### src/rtl/systolic_pkg.sv
// systolic_pkg: shared sizes, drain state encoding and packed-bus word slicing for the result drain
package systolic_pkg;
  localparam int N = 3;
  localparam int ACC_W = 32;
  localparam int IDX_W = 4;
  localparam int NW = N * N;
  typedef enum logic {IDLE, STREAM} state_t;
  function automatic logic [ACC_W-1:0] word_at(input logic [NW*ACC_W-1:0] bus, input int k);
    return bus[k*ACC_W +: ACC_W];
  endfunction
endpackage

### src/rtl/sat_clamp8.sv
// sat_clamp8: unsigned clamp of one accumulator word to 8 bits (only built with SYSTOLIC_DRAIN_SAT8_EN)
`ifdef SYSTOLIC_DRAIN_SAT8_EN
module sat_clamp8
  import systolic_pkg::*;
(
  input  logic [ACC_W-1:0] din,
  output logic [7:0]       dout
);
  assign dout = (din > ACC_W'(255)) ? 8'hFF : din[7:0];
endmodule
`endif

### src/rtl/systolic_result_drain.sv
// systolic_result_drain: snapshots results on a mat_done rise and streams them row-major over valid/ready; SYSTOLIC_DRAIN_SAT8_EN clamps words to 8 bits
module systolic_result_drain
  import systolic_pkg::*;
(
  input  logic                clk,
  input  logic                rst,
  input  logic [NW*ACC_W-1:0] mat_in,
  input  logic                mat_done,
  output logic                m_valid,
  input  logic                m_ready,
  output logic [ACC_W-1:0]    m_data,
  output logic [IDX_W-1:0]    m_index,
  output logic                m_last,
  output logic                busy,
  output logic                overrun
);
  state_t           state_q, state_d;
  logic [IDX_W-1:0] idx_q, idx_d;
  logic [ACC_W-1:0] snap_q [NW];
  logic [ACC_W-1:0] snap_d [NW];
  logic [ACC_W-1:0] cap_w [NW];
  logic             done_q, overrun_q, overrun_d, done_rise, hs, at_last;
  for (genvar g = 0; g < NW; g++) begin : g_cap
`ifdef SYSTOLIC_DRAIN_SAT8_EN
    logic [7:0] c8;
    sat_clamp8 u_clamp (.din(word_at(mat_in, g)), .dout(c8));
    assign cap_w[g] = {{(ACC_W-8){1'b0}}, c8};
`else
    assign cap_w[g] = word_at(mat_in, g);
`endif
  end
  // a rise while idle or on the final handshake captures; a rise mid-stream only flags overrun
  always_comb begin
    done_rise = mat_done & ~done_q;
    hs        = (state_q == STREAM) & m_ready;
    at_last   = idx_q == IDX_W'(NW - 1);
    state_d   = state_q;
    idx_d     = idx_q;
    snap_d    = snap_q;
    overrun_d = overrun_q;
    if (state_q == IDLE || (hs && at_last)) begin
      state_d = done_rise ? STREAM : IDLE;
      idx_d   = '0;
      if (done_rise) snap_d = cap_w;
    end else begin
      overrun_d = overrun_q | done_rise;
      idx_d     = hs ? idx_q + 1'b1 : idx_q;
    end
  end
  // state, snapshot and edge-detect registers
  always_ff @(posedge clk) begin
    if (rst) begin
      state_q   <= IDLE;
      idx_q     <= '0;
      done_q    <= 1'b0;
      overrun_q <= 1'b0;
      snap_q    <= '{default: '0};
    end else begin
      state_q   <= state_d;
      idx_q     <= idx_d;
      done_q    <= mat_done;
      overrun_q <= overrun_d;
      snap_q    <= snap_d;
    end
  end
  assign m_valid = state_q == STREAM;
  assign busy    = m_valid;
  assign m_index = idx_q;
  assign m_last  = m_valid & at_last;
  assign m_data  = m_valid ? snap_q[idx_q] : '0;
  assign overrun = overrun_q;
endmodule

### config.mk
export PLATFORM = sky130hd
export DESIGN_NAME = systolic_result_drain
export DESIGN_NICKNAME = d
export VERILOG_FILES = /design/src/rtl/systolic_pkg.sv /design/src/rtl/sat_clamp8.sv /design/src/rtl/systolic_result_drain.sv
export SDC_FILE = /design/constraint.sdc
export NUM_CORES = 1
export LEC_CHECK = 0
export CORE_UTILIZATION = 53
export DETAILED_ROUTE_END_ITERATION = 10
export PLACE_DENSITY = 0.95
export SETUP_SLACK_MARGIN = 0.1
export SLEW_MARGIN = 15
export SYNTH_ARGS = -nofsm -noshare
export SYNTH_HDL_FRONTEND = slang
export SYNTH_SLANG_ARGS = --single-unit
### constraint.sdc
create_clock -name clk -period 4.8 [get_ports clk]
set_clock_uncertainty 0.05 [all_clocks]
set_input_delay 0.72 -clock clk [delete_from_list [all_inputs] [get_ports clk]]
set_output_delay 0.72 -clock clk [all_outputs]
set_load 0.005 [all_outputs]
==> flow_metrics.tcl, run 1 <==
set metrics [dict create \
    wl_um 43000 \
    drv_cap 0 \
    clk_latency_ns 0.55 \
    routedWlPerCell_um 20.1 \
    synth.area.top_cells "dfxtp_1 (47%), nand2_1 (18%), a21oi_1 (13%)" \
    criticalPathCategory "reg2out" \
    grt_pass1_wl_um 64400 \
    fmax_mhz 227 \
    cts_resized 0 \
    fin_crit_sh_pct 91.6 \
    final.min_clock_period_ns 4.40 \
    ant_nets 0 \
    drt_first_pass_iters 6 \
    rsz0062_at_grt "false" \
    synth_warnings 0 \
    track_usage_pct 34.6 \
    worst_slack_ns 0.401 \
    arrival_ns 3.63 \
    syn_inst 1549 \
    grt-ovfl-total 0 \
    numCtsBuffers 30 \
    worstPathMaxFanout 56 \
    num_io_pins 332 \
    required_ns 4.03 \
    start_util_pct 54.6 \
    drc 0 \
    drt_first_iter_violations 1321 \
    htree_levels 1 \
    synth_nets 1843 \
    cts_tree "built" \
    fin_nets 2091 \
    ys_types 36 \
    grt_max_degree 194 \
    rows 55 \
    die_h_um 156 \
    clockBufferDepth 3 \
    worst_slew_pin_slew_ns 1.19 \
    relSlewSlack_pct 20.8 \
    powerDensity_mw_per_mm2 346 \
    vias 12400 \
    die_w_um 156 \
    r2r_setup_slack_ns 1.20 \
    grt_pass1_vias 11800 \
    synth_area_mm2 0.0125 \
    die_area_mm2 0.0242 \
    gp_congestion 0.918 \
    clockRootBuffer "clkbuf_16" \
    slew_viol_final 0 \
    hold_path.class "reg2reg" \
    crit_path_start_kind "flip-flop" \
    finalSetupTns_ns 0 \
    ir_drop_uv 257 \
    dpl.hpwl_um 30400 \
    cts.sinks 295 \
    setup_violations 0 \
    cp-end-kind "output pin" \
    antenna_found_initial 6 \
    dp_slack_ns 1.11 \
    yosysSeqAreaShare_pct 47.2 \
    cts.reportedPaths.clkPinSlew_ns 0.06 \
    cts.hold.buffers_added 0 \
    via_per_inst 5.83 \
    core_area_mm2 0.0229 \
    portBuffers 331 \
    cts_setup_buffers 0 \
    layout-drive-gt1-share_pct 5.83 \
    fin_util_pct 73.3 \
    yosysTopAreaCellShare_pct 47.2 \
    synth_area_per_cell_um2 8.08 \
    hold_viol 0 \
    ys_ff_latch 295 \
    synth_top_cell_by_area "dfxtp_1" \
    status "finished, final reports clean" \
    area_delta_synth_final_pct 34.3 \
    p_leak_nw 5.75 \
]
layout by cell type (no fill, tap or decap), drive strengths merged, types with 5 or more instances in the layout:
master,count
nand2,610
clkdlybuf4s50,330
a21oi,322
dfxtp,295
mux2i,64
clkbuf,42
mux4,32
o21ai,32
a221oi,31
buf,18
clkinv,7
inv,5
kinds of logic (layout without fill, tap and decap cells):
logic type                 count (synthesis)  in the layout  synth area share, %
and+or+nand+nor                          628            628                 19.3
AOI/OAI and AO/OA                        389            389                 16.7
muxes                                     96             96                 10.9
DFF                                      295            295                 47.2
adders and majority gates                  2              2                0.200
xor gates and xnor gates                   3              3                0.210
buffers and inverters                    136            405                 5.49
other                                      0              4                    0
flip-flops by register name (all words and copies together), names as in the netlist:
register,flops
snap_q,288
m_index,4
overrun,1
busy,1
done_q,1
worst paths after layout:
path | startpoint | endpoint | cells after the start
worst max-delay path | m_index[0] | m_data[0] | 6
worst min-delay path | snap_q[139] | snap_q[139] | 2
worst max register to register | m_index[0] | snap_q[167] | 8
worst min register to register | snap_q[139] | snap_q[139] | 2
critical path: stages (launching register included):
cell             delay, ns
dfxtp_4               0.98
buf_4                 0.40
mux2i_1               0.12
a221oi_1              0.41
o21ai_1               0.16
a21oi_1               0.34
clkdlybuf4s50_1       0.58
power by group:
part           leakage (nW)  switching [mW]  internal (mW)  total, mW
logic                  2.82           0.361          0.371      0.733
clock network         0.511           0.959           1.44       2.40
registers              2.42          0.0956           2.59       2.68
final cells by class:
cell class / instances / area (um^2)
Antenna cell: 4 / 10.0
Fill cell: 1616 / 6110
Clock buffer: 42 / 887
Inverter: 4 / 15.0
Multi-Input combinational cell: 1118 / 5920
Clock inverter: 11 / 131
Sequential cell: 295 / 5910
Tap cell: 313 / 392
Timing Repair Buffer: 348 / 3530
layer usage:
metal / GRT usage [%] / part of all wire, % / up-vias / wire length, um
met5: 0 / 0.058 / - / 25
met4: 19.0 / 5.8 / 4 / 2490
met3: 6.36 / 9.7 / 150 / 4160
met2: 57.7 / 47 / 793 / 20300
met1: 42.4 / 37 / 5794 / 16000
li1: - / - / 5699 / -
stage by stage:
step	power, mW	hold slack [ns]	cells	cell area (um^2)
after detailed placement	3.45	0.394	2078	15800
final	5.82	0.403	2135	16800
after floorplan	3.05	0.383	1549	12500
after global placement	3.43	0.389	2078	15800
after global routing	5.99	0.419	2134	16800
after CTS	5.81	0.402	2131	16800
synth_stat cells (all sizes together):
library cell and n:
o31ai 1, inv 4, mux4 32, nor2 4, nor4 1, o2111ai 1
nand2b 1, nor2b 2, and4b 1, a221oi 31, xor2 1, dfxtp 295
a31oi 1, nand3 2, nor4b 1, buf 75, nand4 2, clkbuf 57
xnor2 2, and2b 1, mux2i 64, a21oi 322, ha 2, o21ai 32
nand4b 1, and2 1, nand2 610, or3 1, a22oi 1
Power figures use the tool's default switching activity.
==> run 2: changes to the inputs <==
--- a/config.mk
+++ b/config.mk
@@ -5,8 +5,10 @@
 export SDC_FILE = /design/constraint.sdc
 export NUM_CORES = 1
 export LEC_CHECK = 0
+export CAP_MARGIN = 20
 export CORE_UTILIZATION = 53
 export DETAILED_ROUTE_END_ITERATION = 10
+export HOLD_SLACK_MARGIN = 0.03
 export PLACE_DENSITY = 0.95
 export SETUP_SLACK_MARGIN = 0.1
 export SLEW_MARGIN = 15
==> results of run 2 <==
The final DEF is identical to that of run 1; final timing and power are the same.
